`config.mk`:
```
export PLATFORM = sky130hd
export DESIGN_NAME = stream_unpacker
export DESIGN_NICKNAME = d
export VERILOG_FILES = /design/src/rtl/stream_unpacker.sv
export SDC_FILE = /design/constraint.sdc
export NUM_CORES = 1
export LEC_CHECK = 0
export CELL_PAD_IN_SITES_DETAIL_PLACEMENT = 1
export CELL_PAD_IN_SITES_GLOBAL_PLACEMENT = 1
export CORE_MARGIN = 2
export CORE_UTILIZATION = 43
export DETAILED_ROUTE_END_ITERATION = 10
export DONT_BUFFER_PORTS = 1
export HOLD_SLACK_MARGIN = 0.05
export PLACE_DENSITY = 0.87
export SKIP_LAST_GASP = 1
export SYNTH_ARGS = -nofsm -noshare
export SYNTH_HDL_FRONTEND = slang
export SYNTH_SLANG_ARGS = --single-unit
```
`constraint.sdc`:
```
create_clock -name aclk -period 2.9 [get_ports aclk]
set_clock_uncertainty 0.1 [all_clocks]
set_input_delay 0.29 -clock aclk [delete_from_list [all_inputs] [get_ports aclk]]
set_output_delay 0.29 -clock aclk [all_outputs]
set_load 0.005 [all_outputs]
```
`src/rtl/stream_unpacker.sv`:
```
// AXI4-Stream video sink: unpacks 4 RGB pixels carried in 3 32-bit words into one
// 24-bit pixel per cycle with x/y coordinates, sof/eol flags and sticky framing errors.
module stream_unpacker #(
   parameter int X_SIZE = 640,
   parameter int Y_SIZE = 480
) (
   input  logic        aclk,
   input  logic        aresetn,
   input  logic [31:0] in_stream_tdata,
   input  logic [3:0]  in_stream_tkeep,
   input  logic        in_stream_tlast,
   input  logic        in_stream_tuser,
   input  logic        in_stream_tvalid,
   output logic        in_stream_tready,
   output logic [7:0]  pix_r,
   output logic [7:0]  pix_g,
   output logic [7:0]  pix_b,
   output logic [9:0]  pix_x,
   output logic [8:0]  pix_y,
   output logic        pix_sof,
   output logic        pix_eol,
   output logic        pix_valid,
   input  logic        pix_ready,
   output logic        sof_err,
   output logic        line_err,
   input  logic        err_clear
);

   localparam logic [9:0] X_LAST  = 10'(X_SIZE - 1);
   localparam logic [9:0] X_TLAST = 10'(X_SIZE - 2);
   localparam logic [8:0] Y_LAST  = 9'(Y_SIZE - 1);

   typedef enum logic [1:0] {P0, P1, P2, P3} phase_t;

   phase_t      phase, phase_next, eff_phase;
   logic [23:0] residue, residue_next;
   logic [9:0]  x_cnt, x_next, emit_x;
   logic [8:0]  y_cnt, y_next, emit_y;
   logic        eol_pending, eol_pending_next;
   logic        slot_free, accept, emit;
   logic [23:0] emit_rgb;
   logic        force_eol, emit_eol, tlast_expected;
   logic        sof_err_set, line_err_set;
   logic        unused_tkeep;

   assign unused_tkeep     = ^in_stream_tkeep;
   assign slot_free        = !pix_valid || pix_ready;
   assign in_stream_tready = aresetn && slot_free && (phase != P3);
   assign accept           = in_stream_tvalid && in_stream_tready;

   always_ff @(posedge aclk) begin
      if (!aresetn) phase <= P0;
      else          phase <= phase_next;
   end

   // A tuser word is always decoded as W0 at (0,0); P3 drains the residue without consuming a word.
   always_comb begin
      phase_next       = phase;
      residue_next     = residue;
      eol_pending_next = eol_pending;
      eff_phase        = phase;
      emit             = 1'b0;
      emit_rgb         = 24'h0;
      emit_x           = x_cnt;
      emit_y           = y_cnt;
      force_eol        = 1'b0;
      tlast_expected   = 1'b0;
      sof_err_set      = 1'b0;
      line_err_set     = 1'b0;
      x_next           = x_cnt;
      y_next           = y_cnt;
      emit_eol         = 1'b0;
      if (accept) begin
         emit = 1'b1;
         if (in_stream_tuser) begin
            eff_phase   = P0;
            emit_x      = '0;
            emit_y      = '0;
            sof_err_set = (phase != P0) || (x_cnt != '0) || (y_cnt != '0);
         end else begin
            sof_err_set = (phase == P0) && (x_cnt == '0) && (y_cnt == '0);
         end
         case (eff_phase)
            P0: begin
               emit_rgb     = {in_stream_tdata[7:0], in_stream_tdata[15:8], in_stream_tdata[23:16]};
               residue_next = {16'h0, in_stream_tdata[31:24]};
               phase_next   = P1;
            end
            P1: begin
               emit_rgb     = {residue[7:0], in_stream_tdata[7:0], in_stream_tdata[15:8]};
               residue_next = {8'h0, in_stream_tdata[31:16]};
               phase_next   = P2;
            end
            P2: begin
               emit_rgb     = {residue[7:0], residue[15:8], in_stream_tdata[7:0]};
               residue_next = in_stream_tdata[31:8];
               phase_next   = P3;
            end
            default: begin
            end
         endcase
         // An early tlast on W2 still owns p3, so its line end is deferred to the P3 emission.
         tlast_expected = (eff_phase == P2) && (emit_x == X_TLAST);
         if (tlast_expected && !in_stream_tlast) line_err_set = 1'b1;
         if (in_stream_tlast && !tlast_expected) begin
            line_err_set = 1'b1;
            if (eff_phase == P2) begin
               eol_pending_next = 1'b1;
            end else begin
               force_eol    = 1'b1;
               residue_next = '0;
               phase_next   = P0;
            end
         end
      end else if (phase == P3 && slot_free) begin
         emit             = 1'b1;
         emit_rgb         = {residue[7:0], residue[15:8], residue[23:16]};
         residue_next     = '0;
         phase_next       = P0;
         force_eol        = eol_pending;
         eol_pending_next = 1'b0;
      end
      emit_eol = force_eol || (emit_x == X_LAST);
      if (emit) begin
         if (emit_eol) begin
            x_next = '0;
            y_next = (emit_y == Y_LAST) ? '0 : emit_y + 9'd1;
         end else begin
            x_next = emit_x + 10'd1;
            y_next = emit_y;
         end
      end
   end

   always_ff @(posedge aclk) begin
      if (!aresetn) begin
         residue     <= '0;
         x_cnt       <= '0;
         y_cnt       <= '0;
         eol_pending <= 1'b0;
         pix_r       <= '0;
         pix_g       <= '0;
         pix_b       <= '0;
         pix_x       <= '0;
         pix_y       <= '0;
         pix_sof     <= 1'b0;
         pix_eol     <= 1'b0;
         pix_valid   <= 1'b0;
         sof_err     <= 1'b0;
         line_err    <= 1'b0;
      end else begin
         residue     <= residue_next;
         x_cnt       <= x_next;
         y_cnt       <= y_next;
         eol_pending <= eol_pending_next;
         if (emit) begin
            pix_r     <= emit_rgb[23:16];
            pix_g     <= emit_rgb[15:8];
            pix_b     <= emit_rgb[7:0];
            pix_x     <= emit_x;
            pix_y     <= emit_y;
            pix_sof   <= (emit_x == '0) && (emit_y == '0);
            pix_eol   <= emit_eol;
            pix_valid <= 1'b1;
         end else if (pix_ready) begin
            pix_valid <= 1'b0;
         end
         // A new error in the same cycle as err_clear must survive.
         sof_err  <= sof_err_set  || (sof_err  && !err_clear);
         line_err <= line_err_set || (line_err && !err_clear);
      end
   end

endmodule

```
# Word level (Yosys, flattened, before mapping)
# Cells that the tools add are included.
# op_classes
add_sub_neg	2
n_eq_ne	9
mux	40
n_reduce_logical	34
# ops
operator	n
two-way mux 24 bit	6
case mux 24 bit (3 select lines)	2
two-way mux 10 bit	4
two-way mux 9 bit	4
== test 10 bit, second input constant	2
zero test 10 bit	2
zero test 9 bit	2
two-way mux 1 bit	17
logical AND 1 bit	12
two-way mux 2 bit	6
adder 10 x 1 -> 10 bit, second input constant	1
nonzero test 10 bit	1
adder 9 x 1 -> 9 bit, second input constant	1
== test 9 bit, second input constant	1
nonzero test 9 bit	1
logical OR 1 bit	6
case mux 2 bit (3 select lines)	1
nonzero test 2 bit	3
== test 2 bit, second input constant	2
zero test 1 bit	4
zero test 2 bit	2
!= test 2 x 1 -> 1 bit, second input constant	2
AND reduction 3 bit	1
== test 2 x 1 -> 1 bit, second input constant	1
!= test 2 bit, second input constant	1
# totals
reg_bits	94
elab_cells	100

# Longest topological paths before layout
# Gate-level depths: netlist (run 1).
# logic_depth
word_depth	14
ltp_mapped	13
ltp_nobuf	10

# Worst setup path before layout (run 1)
# No wires, ideal clock.
# synth_path
path_kind	reg-to-reg
start	register phase[1]
end	register residue[16]
arrival_ps	2538
required_time_ps	2735
setup_slack_ps	197
path_stages_with_launch	13
path_buffers	3
path_cell_list	dfxtp_1 > nor2b_1 > ha_1 > clkbuf_1 > clkbuf_1 > nor2b_1 > nand4_1 > ha_1 > nor2b_1 > o31ai_4 > buf_6 > a22oi_1 > nor2_1
# synth_between
elab_chain_len	8
word_cells_on_any_way	18
cone_classes	4 x eq/ne; 6 x mux; 8 x reduce/logical
# synth_lines
item	line	rtl
from (decl)	35	phase_t phase, phase_next, eff_phase;
from (signal assigned)	53	else phase <= phase_next;
branches (longest 8 deep; another with case mux 24 bit (3 select lines))	n/a	
to (signal assigned)	152	residue <= residue_next;
to (decl)	36	logic [23:0] residue, residue_next;
# Parallel ways; which one is timed is not known. The select of a mux whose other input is x is not followed.
# A chain may end at the register's enable or synchronous reset.

# Worst setup path in the final report (run 1)
# layout_path
start	register phase[1]
end	register y_cnt[4]
# layout_between
elab_chain_len	10
word_cells_on_any_way	25
cone_classes	1 x add/sub; 5 x eq/ne; 12 x mux; 7 x reduce/logical
# layout_lines
item	line	rtl
branches (longest 10 deep; another with adder 9 x 1 -> 9 bit)	n/a	
to (signal assigned)	154	y_cnt <= y_next;
to (decl)	38	logic [8:0] y_cnt, y_next, emit_y;
# Parallel ways; which one is timed is not known. The select of a mux whose other input is x is not followed.

==> results.sh, run 1 <==
export IMPL_synth_edf_count=0
export IMPL_dp_hpwl_mm=10.61
export IMPL_critPathLaunchType="register"
export IMPL_finalSetupTns_ps=0
export IMPL_fin_nets=599
export IMPL_async_flop_share_pct=0
export IMPL_critPathKind="register to register"
export IMPL_avgSynthCellArea_sq_um=8.534
export IMPL_gr_usage_met2_pct=49.96
export IMPL_slew_headroom_pct=22.09
export IMPL_finalSetupViolCount=0
export IMPL_use_met3_pct=11.11
export IMPL_hold_class="input pin to register"
export IMPL_avgViaCountPerCell=6.622
export IMPL_overflow=0
export IMPL_finalCriticalPeriod_ps=2711
export IMPL_synth_net_count=619
export IMPL_synth_ff_type="dfxtp_1"
export IMPL_num_vias=4589
export IMPL_ys_seq_area_share_pct=38.82
export IMPL_postCtsSetupBuffers=0
export IMPL_cts_made_buffers=9
export IMPL_ant_nets=0
export IMPL_core_sq_um=10940
export IMPL_fin_util_pct=47.80
export IMPL_num_antenna_cells=0
export IMPL_die_w_um=110.2
export IMPL_wl_mm=15.95
export IMPL_required_ps=3070
export IMPL_grtUsageMet1_pct=27.84
export IMPL_clock_path_buffers=2
export IMPL_num_rows=38
export IMPL_mostFrequentLayoutCells="94 x dfxtp_1, 93 x nor2_1, 38 x nand2_1, 32 x a21oi_1, 31 x a22oi_1"
export IMPL_clock_sink_count=94
export IMPL_dr_pass1_iters=6
export IMPL_fillers=1299
export IMPL_top_level_ports=92
export IMPL_clkTransAtPathRegs_ps=70
export IMPL_slew_violations=0
export IMPL_timing_fmax_mhz=368.9
export IMPL_htree_levels=3
export IMPL_max_slew_worst_pin_slew_ps=1169
export IMPL_drt_iter0_markers=382
export IMPL_grt_max_degree=40
export IMPL_grt_pass1_wl_mm=25.14
export IMPL_synth_seq_cells=94
export IMPL_clkLatencyLatePin_ps=350
export IMPL_die_h_um=110.2
export IMPL_maxCapViolCount=0
export IMPL_area_growth_pct=7.847
export IMPL_grt_pass1_vias=4783
export IMPL_top_usage_layer="met2"
export IMPL_cts_tree="done"
export IMPL_synth_area_sq_um=4847
export IMPL_max_vdd_ir_drop_mv=0.4660
export IMPL_io_buffers=0
export IMPL_ys_types=66
export IMPL_drive_gt1_share_pct=10.49
export IMPL_drc=0
export IMPL_p_leak_nw=1.871
export IMPL_p_per_area_nw_per_um2=546.8
export IMPL_antenna_found_initial=0
export IMPL_cts_hold_buf=11
export IMPL_cp_end_kind="register"
export IMPL_synth_warnings=0
export IMPL_cts_root_buf="clkbuf_16"
export IMPL_die_area_sq_um=12140
export IMPL_gp_congestion=0.9068
export IMPL_rsz0062_at_grt="false"
export IMPL_cts_resized=0
export IMPL_final_common_cell="dfxtp_1"
export IMPL_hold_viol_final=0
export IMPL_grt_use_total_pct=27.16
export IMPL_initial_core_util_pct=44.32
export IMPL_fin_crit_sh_pct=93.47
export IMPL_synth_cells=568
export IMPL_run_status="finished, final reports clean"
export IMPL_worstPathMaxFanout=21
export IMPL_cp_arrival_ps=2880
export IMPL_wire_per_inst_um=23.02
cells in the mapped netlist, types with 2 or more instances:
| cell | instances | area share [%] |
|---|---|---|
| or2_2 | 2 | 0.26 |
| a22oi_1 | 31 | 4.8 |
| inv_1 | 6 | 0.46 |
| o221ai_1 | 16 | 2.9 |
| a311oi_1 | 2 | 0.36 |
| and3_1 | 5 | 0.65 |
| nor3_1 | 14 | 1.4 |
| dfxtp_1 | 94 | 39 |
| and4_1 | 2 | 0.36 |
| o41ai_1 | 3 | 0.54 |
| nor2b_1 | 4 | 0.52 |
| ha_1 | 8 | 2.1 |
| buf_6 | 6 | 1.4 |
| a31oi_1 | 8 | 1.0 |
| a211o_1 | 2 | 0.36 |
| xnor2_1 | 2 | 0.36 |
| a222oi_1 | 24 | 5.0 |
| a32oi_1 | 2 | 0.36 |
| nor3_2 | 3 | 0.62 |
| o22ai_1 | 3 | 0.39 |
| buf_2 | 6 | 0.62 |
| a22o_1 | 16 | 2.9 |
| or4_1 | 4 | 0.62 |
| a21oi_1 | 32 | 3.3 |
| nor2_1 | 93 | 7.2 |
| o21ai_0 | 8 | 0.83 |
| clkbuf_1 | 35 | 2.7 |
| nand3_1 | 17 | 1.8 |
| or3_1 | 3 | 0.39 |
| nand4b_1 | 2 | 0.36 |
| mux2_2 | 8 | 1.9 |
| nand4_1 | 13 | 1.7 |
| nor4_1 | 4 | 0.52 |
| clkbuf_8 | 4 | 1.1 |
| a2bb2oi_1 | 8 | 1.4 |
| nand2b_1 | 4 | 0.52 |
| nand2_1 | 38 | 2.9 |
| buf_1 | 4 | 0.31 |
| and2_1 | 5 | 0.65 |
logic make-up (layout without fill, tap and decap cells):
logic type	count (synthesis)	count (layout)	share of synthesized area, %
DFF	94	94	38.82
xor gates and xnor gates	2	2	0.3614
buffers and inverters	67	52	7.873
muxes	8	8	1.859
adders and majority gates	8	8	2.065
and+or+nand+nor	220	220	21.84
AOI/OAI and AO/OA	169	169	27.18
cell type report:
cell class / instances / area (sq um) / share of cell area (%)
clock inverters: 5 / 56.30 / 1.077
clock buffers: 11 / 252.7 / 4.835
inverters: 8 / 30.03 / 0.5744
multi-input cells: 407 / 2584 / 49.43
flip-flops and latches: 94 / 1882 / 36.00
well taps: 140 / 175.2 / 3.351
repair buffers: 28 / 247.7 / 4.739
metrics by stage:
step	hold WS (ps)	setup WS (ps)	area [sq um]	std cells	power (mW)
final	116.2	189.2	5228	693	2.858
after global routing	125.4	8.491	5228	693	2.953
after CTS	111.1	192.1	5228	693	2.868
after detailed placement	299.4	254.0	4798	666	1.618
after global placement	288.8	388.2	4798	666	1.605
after floorplan	284.3	196.9	4847	568	1.563
state kept, by name, summed over array words and instances (netlist names):
register	cells
pix_r	8
pix_x	10
phase	2
pix_valid	1
pix_b	8
eol_pending	1
pix_sof	1
pix_y	9
line_err	1
x_cnt	10
residue	24
pix_g	8
y_cnt	9
sof_err	1
pix_eol	1
power breakdown:
part           internal, mW  switching (mW)  total (mW)
Clock                 0.716           0.530        1.25
Combinational         0.102           0.156       0.258
Sequential             1.32          0.0314        1.35
routing by layer:
layer / part of all wire (%) / vias to the layer above
li1: - / 2104
met1: 37 / 2285
met2: 52 / 173
met3: 8.9 / 27
met4: 2.4 / 0
met5: 0 / -
worst max-delay path: stages (launching register included):
cell	delay, ps
dfxtp_1	410
nand2_1	160
nand3_2	180
and2_1	180
ha_1	230
nand3_1	130
nor3_2	260
a211oi_2	90
buf_4	240
or4_1	480
a31oi_1	170
final timing paths:
path                  startpoint  depth (start not counted)  slack, ps          end
min          in_stream_tdata[23]                          3        120  residue[15]
min reg2reg             pix_x[0]                          2        380     pix_x[0]
max                     phase[1]                         10        190     y_cnt[4]
max reg2reg             phase[1]                         10        190     y_cnt[4]
No activity file was read; power rests on OpenSTA's default activity.
==> run 2, diff against run 1 <==
PLACE_DENSITY = not set   (was 0.87)
PLACE_DENSITY_LB_ADDON = 0.1   (was not set)
==> run 2 against run 1 <==
  * Final cell count rose by 0.87%
  * Clock-buffer cell count decreased by 1
  * Via count decreased by 0.87%
  * Die area unchanged
  * Flip-flop and latch count stayed put
  * Cell area grew 2.1%
  * Setup slack improved by 61 ps
  * Worst hold slack got worse by 39 ps
==> results.sh, run 2 (synthesis gave the netlist of run 1 again) <==
export IMPL_drt_iter0_markers=305
export IMPL_drive_gt1_share_pct=11.45
export IMPL_timing_final_ws_setup_ps=250.4
export IMPL_wl_mm=15.79
export IMPL_critical_path_max_stage_delay_ps=470
export IMPL_num_antenna_cells=0
export IMPL_grt_pass1_wl_mm=25.08
export IMPL_cts_resized=0
export IMPL_cts_made_buffers=9
export IMPL_worstPathMaxFanout=16
export IMPL_critPathBufInv=1
export IMPL_slew_headroom_pct=27.49
export IMPL_dpl_worst_slack_ps=261.1
export IMPL_die_area_sq_um=12140
export IMPL_critPathKind="register to register"
export IMPL_cp_arrival_ps=2830
export IMPL_overflow=0
export IMPL_antenna_found_initial=0
export IMPL_cp_end_kind="register"
export IMPL_grt_max_degree=40
export IMPL_clock_path_buffers=2
export IMPL_io_buffers=0
export IMPL_hold_class="input pin to register"
export IMPL_fin_crit_sh_pct=91.36
export IMPL_slowest_stage="or4_1"
export IMPL_p_leak_nw=1.927
export IMPL_max_vdd_ir_drop_mv=0.2610
export IMPL_core_sq_um=10940
export IMPL_finalSetupViolCount=0
export IMPL_cts_tree="done"
export IMPL_grt_pass1_vias=4713
export IMPL_fin_util_pct=48.79
export IMPL_post_layout_nonfiller_instances=699
export IMPL_path_cells="nand2_1 -> nand3_2 -> and2_1 -> ha_1 -> nand3_1 -> nor3_2 -> a211oi_2 -> buf_4 -> or4_1 -> a31oi_1"
export IMPL_finalSetupTns_ps=0
export IMPL_maxCapViolCount=0
export IMPL_whs_ps=76.79
export IMPL_num_rows=38
export IMPL_cts_hold_buf=11
export IMPL_die_w_um=110.2
export IMPL_fin_nets=605
export IMPL_grt_use_total_pct=27.29
export IMPL_initial_core_util_pct=44.32
export IMPL_ant_nets=0
export IMPL_wire_per_inst_um=22.59
export IMPL_critPathLaunchType="register"
export IMPL_rsz0062_at_grt="false"
export IMPL_p_per_area_nw_per_um2=581.0
export IMPL_cts_root_buf="clkbuf_16"
export IMPL_dr_pass1_iters=7
export IMPL_timing_fmax_mhz=377.4
export IMPL_finalCriticalPeriod_ps=2650
export IMPL_clkLatencyLatePin_ps=350
export IMPL_clkTransAtPathRegs_ps=70
export IMPL_final_common_cell="dfxtp_1"
export IMPL_drc=0
export IMPL_top_register="residue"
export IMPL_required_ps=3080
export IMPL_mostFrequentLayoutCells="94 x dfxtp_1, 93 x nor2_1, 38 x nand2_1, 32 x a21oi_1, 31 x a22oi_1"
export IMPL_dp_hpwl_mm=10.81
export IMPL_die_h_um=110.2
export IMPL_top_level_ports=92
export IMPL_gp_congestion=0.8191
export IMPL_postCtsSetupBuffers=0
export IMPL_avgViaCountPerCell=6.508
export IMPL_slew_violations=0
export IMPL_clock_sink_count=94
export IMPL_run_status="finished, final reports clean"
export IMPL_cp_top_family="simple AND/OR/NAND/NOR gates"
export IMPL_htree_levels=3
export IMPL_area_growth_pct=10.07
export IMPL_num_vias=4549
export IMPL_largest_reg_flops=24
export IMPL_hold_viol_final=0
export IMPL_max_slew_worst_pin_slew_ps=1088
export IMPL_dp_cells=672
export IMPL_largest_registers="residue x24, pix_x x10, x_cnt x10"
run 2: changes by cell type in the layout (fill, tap and decap cells not counted):
| cell | change |
|---|---|
| clkbuf_8 | -1 |
| inv_6 | -1 |
| buf_4 | +6 |
| bufinv_16 | +3 |
| clkinv_2 | -1 |
run 2: worst reg2reg max path, delay by kind of cell, from the launching register on:
kind,cells,cell delay (ps)
buf+inv,1,230
simple gates,6,1390
compound gates,2,260
fa+ha+maj,1,220
flops,1,390
run 2: final timing paths:
path | start | endpoint | slack, ps | cells after the start
min reg2reg | pix_x[0] | pix_x[0] | 370 | 2
max | phase[0] | y_cnt[4] | 250 | 10
max reg2reg | phase[0] | y_cnt[4] | 250 | 10
min | aresetn | y_cnt[8] | 80 | 2
run 2: area by class of cell:
| class | instances | area (sq um) |
|---|---|---|
| tap | 140 | 175.2 |
| sequential | 94 | 1882 |
| timing repair buffer | 34 | 292.8 |
| clock inverter | 6 | 132.6 |
| multi-input combinational | 407 | 2584 |
| fill | 1291 | 5600 |
| inverter | 8 | 30.03 |
| clock buffer | 10 | 239.0 |
run 2: metal layers:
| metal | track usage (%) | part of all wire [%] | routed length, um |
|---|---|---|---|
| met1 | 30.65 | 39 | 6181 |
| met5 | 0 | 0 | 0 |
| met4 | 11.70 | 4.0 | 627 |
| met2 | 47.63 | 50 | 7937 |
| met3 | 8.407 | 6.6 | 1043 |
run 2: power by group:
part	internal (mW)	switching, mW	leakage (nW)
sequential	1.32	0.0296	0.763
combinational	0.104	0.157	0.986
clock	0.952	0.533	0.179
total	2.38	0.720	1.93
run 2: through the flow:
| step | power (mW) | instance area (sq um) |
|---|---|---|
| 2_1_floorplan | 1.563 | 4847 |
| 3_3_place_gp | 1.614 | 4843 |
| 3_5_place_dp | 1.622 | 4843 |
| 4_1_cts | 3.126 | 5335 |
| 5_1_grt | 3.212 | 5335 |
| 6_report | 3.100 | 5335 |
==> run 3, diff against run 2 <==
CORE_UTILIZATION = 42   (was 43)
==> run 3 against run 2 <==
  * Worst hold slack improved by 18 ps
  * Sequential share of layout area rose by 0.26 points
  * Critical path depth rose by 1
  * Core utilization fell by 2.0 points
==> results.sh, run 3 (synthesis gave the netlist of run 1 again) <==
export IMPL_run_status="finished, final reports clean"
export IMPL_switchingPower_mw=0.7034
export IMPL_htree_levels=3
export IMPL_pwr_share_clk_pct=41.2
export IMPL_fin_util_pct=46.78
export IMPL_clock_path_buffers=2
export IMPL_required_ps=3040
export IMPL_slew_headroom_pct=51.50
export IMPL_drive_gt1_share_pct=11.61
export IMPL_area_growth_pct=9.267
export IMPL_clkLatencyLatePin_ps=360
export IMPL_drc=0
export IMPL_clock_sink_count=94
export IMPL_die_area_sq_um=12420
export IMPL_ant_nets=0
export IMPL_max_slew_worst_pin_slew_ps=727.5
export IMPL_worst_r2r_path_depth=11
export IMPL_final_common_cell="dfxtp_1"
export IMPL_dr_pass1_iters=7
export IMPL_critPathLaunchType="register"
export IMPL_dp_hpwl_mm=10.59
export IMPL_cts_made_buffers=9
export IMPL_largest_reg_flops=24
export IMPL_grt_pass1_vias=4803
export IMPL_mostFrequentLayoutCells="94 x dfxtp_1, 93 x nor2_1, 38 x nand2_1, 32 x a21oi_1, 31 x a22oi_1"
export IMPL_path_cells="nand2_1 -> nand3_4 -> buf_4 -> nand2_1 -> inv_1 -> ha_1 -> nand4_1 -> nor2_1 -> nand4_1 -> a211o_1 -> and4_1"
export IMPL_postCtsSetupBuffers=0
export IMPL_cp_arrival_ps=2800
export IMPL_hold_viol_final=0
export IMPL_p_seq_share_pct=49.1
export IMPL_grt_pass1_wl_mm=25.95
export IMPL_worstPathMaxFanout=10
export IMPL_multi_input_area_sq_um=2591
export IMPL_ff_latch_area_sq_um=1882
export IMPL_cts_root_buf="clkbuf_16"
export IMPL_internal_power_mw=2.053
export IMPL_overflow=0
export IMPL_crit_cells=11
export IMPL_critPathBufInv=2
export IMPL_critical_path_max_stage_delay_ps=390
export IMPL_finalCriticalPeriod_ps=2654
export IMPL_critPathKind="register to register"
export IMPL_finalSetupViolCount=0
export IMPL_maxCapViolCount=0
export IMPL_wire_per_inst_um=22.43
export IMPL_slew_violations=0
export IMPL_core_sq_um=11320
export IMPL_grt_max_degree=40
export IMPL_largest_registers="residue x24, pix_x x10, x_cnt x10"
export IMPL_r2r_slack_ps=250
export IMPL_num_antenna_cells=0
export IMPL_p_per_area_nw_per_um2=520.4
export IMPL_max_vdd_ir_drop_mv=0.3054
export IMPL_timing_fmax_mhz=376.8
export IMPL_top_level_ports=92
export IMPL_grt_use_total_pct=26.07
export IMPL_finalSetupTns_ps=0
export IMPL_switching_share_pct=25.52
export IMPL_clkTransAtPathRegs_ps=70
export IMPL_holdPathStages=3
export IMPL_num_vias=4562
export IMPL_avgViaCountPerCell=6.489
export IMPL_fin_crit_sh_pct=91.52
export IMPL_drt_iter0_markers=303
export IMPL_cp_top_family="simple AND/OR/NAND/NOR gates"
export IMPL_gp_congestion=0.8384
export IMPL_cp_end_kind="register"
export IMPL_antenna_found_initial=0
export IMPL_num_rows=39
export IMPL_die_w_um=111.4
export IMPL_wl_mm=15.77
export IMPL_cts_tree="done"
export IMPL_p_leak_nw=1.908
export IMPL_die_h_um=111.4
export IMPL_hold_class="input pin to register"
export IMPL_pwr_share_comb_pct=9.7
export IMPL_initial_core_util_pct=42.82
export IMPL_top_register="residue"
export IMPL_fillers=1354
export IMPL_fin_nets=608
export IMPL_io_buffers=0
export IMPL_rsz0062_at_grt="false"
export IMPL_slowest_stage="dfxtp_1"
-- run 3: cell types whose count changed in the layout (fill, tap and decap cells not counted) --
cell       delta
buf_12        +2
buf_4         +1
bufinv_16     -4
clkbuf_8      +1
clkinv_4      +1
nand3_2       -1
nand3_4       +1
-- run 3: path summary, 6_finish.rpt --
kind                  startpoint          end
max                     phase[1]     y_cnt[5]
min          in_stream_tdata[18]  residue[10]
max reg2reg             phase[1]     y_cnt[5]
min reg2reg             pix_x[1]     pix_x[1]
-- run 3: routing by layer --
layer / track usage, % / part of all wire (%) / up-vias
met4: 13.00 / 3.6 / 0
met5: 0 / 0 / -
met3: 6.260 / 5.9 / 33
li1: - / - / 2125
met1: 30.29 / 40 / 2278
met2: 44.96 / 50 / 126
-- run 3: per-stage QoR --
stage	instances	area [sq um]	hold slack (ps)	setup WS (ps)	power (mW)
global placement	678	4895	289.7	295.5	1.619
detailed placement	678	4895	300.0	200.5	1.627
CTS	703	5289	96.01	176.1	2.784
global route	703	5296	124.2	30.69	2.868
finish	703	5296	95.29	245.9	2.756
floorplan	568	4847	284.3	196.9	1.563
-- run 3: what timing repair did --
| action | in CTS | in global routing |
|---|---|---|
| endpoints found under the setup margin | 0 | 1 |
| hold buffers | 11 | 0 |
| gates resized for setup | 0 | 1 |
| hold endpoints to repair | 36 | 0 |
-- run 3: layout make-up --
type	instances	area share, %
Clock inverter	3	0.4016
Timing Repair Buffer	37	6.426
Multi-Input combinational cell	407	48.93
Tap cell	143	3.378
Clock buffer	11	4.772
Sequential cell	94	35.53
Inverter	8	0.5670
-- run 3: tightest hold or removal path, cell delays in order --
cell and delay [ps]:
a22o_1 100, a22oi_1 60, nor2_1 70
-- run 3: power by group through the flow --
| stage | registers (mW) | clock network, mW | logic (mW) |
|---|---|---|---|
| after detailed placement | 1.38 | 0 | 0.245 |
| after global placement | 1.38 | 0 | 0.238 |
| after floorplan | 1.37 | 0 | 0.191 |
| final | 1.35 | 1.14 | 0.268 |
| after CTS | 1.35 | 1.16 | 0.268 |
| after global routing | 1.36 | 1.22 | 0.296 |
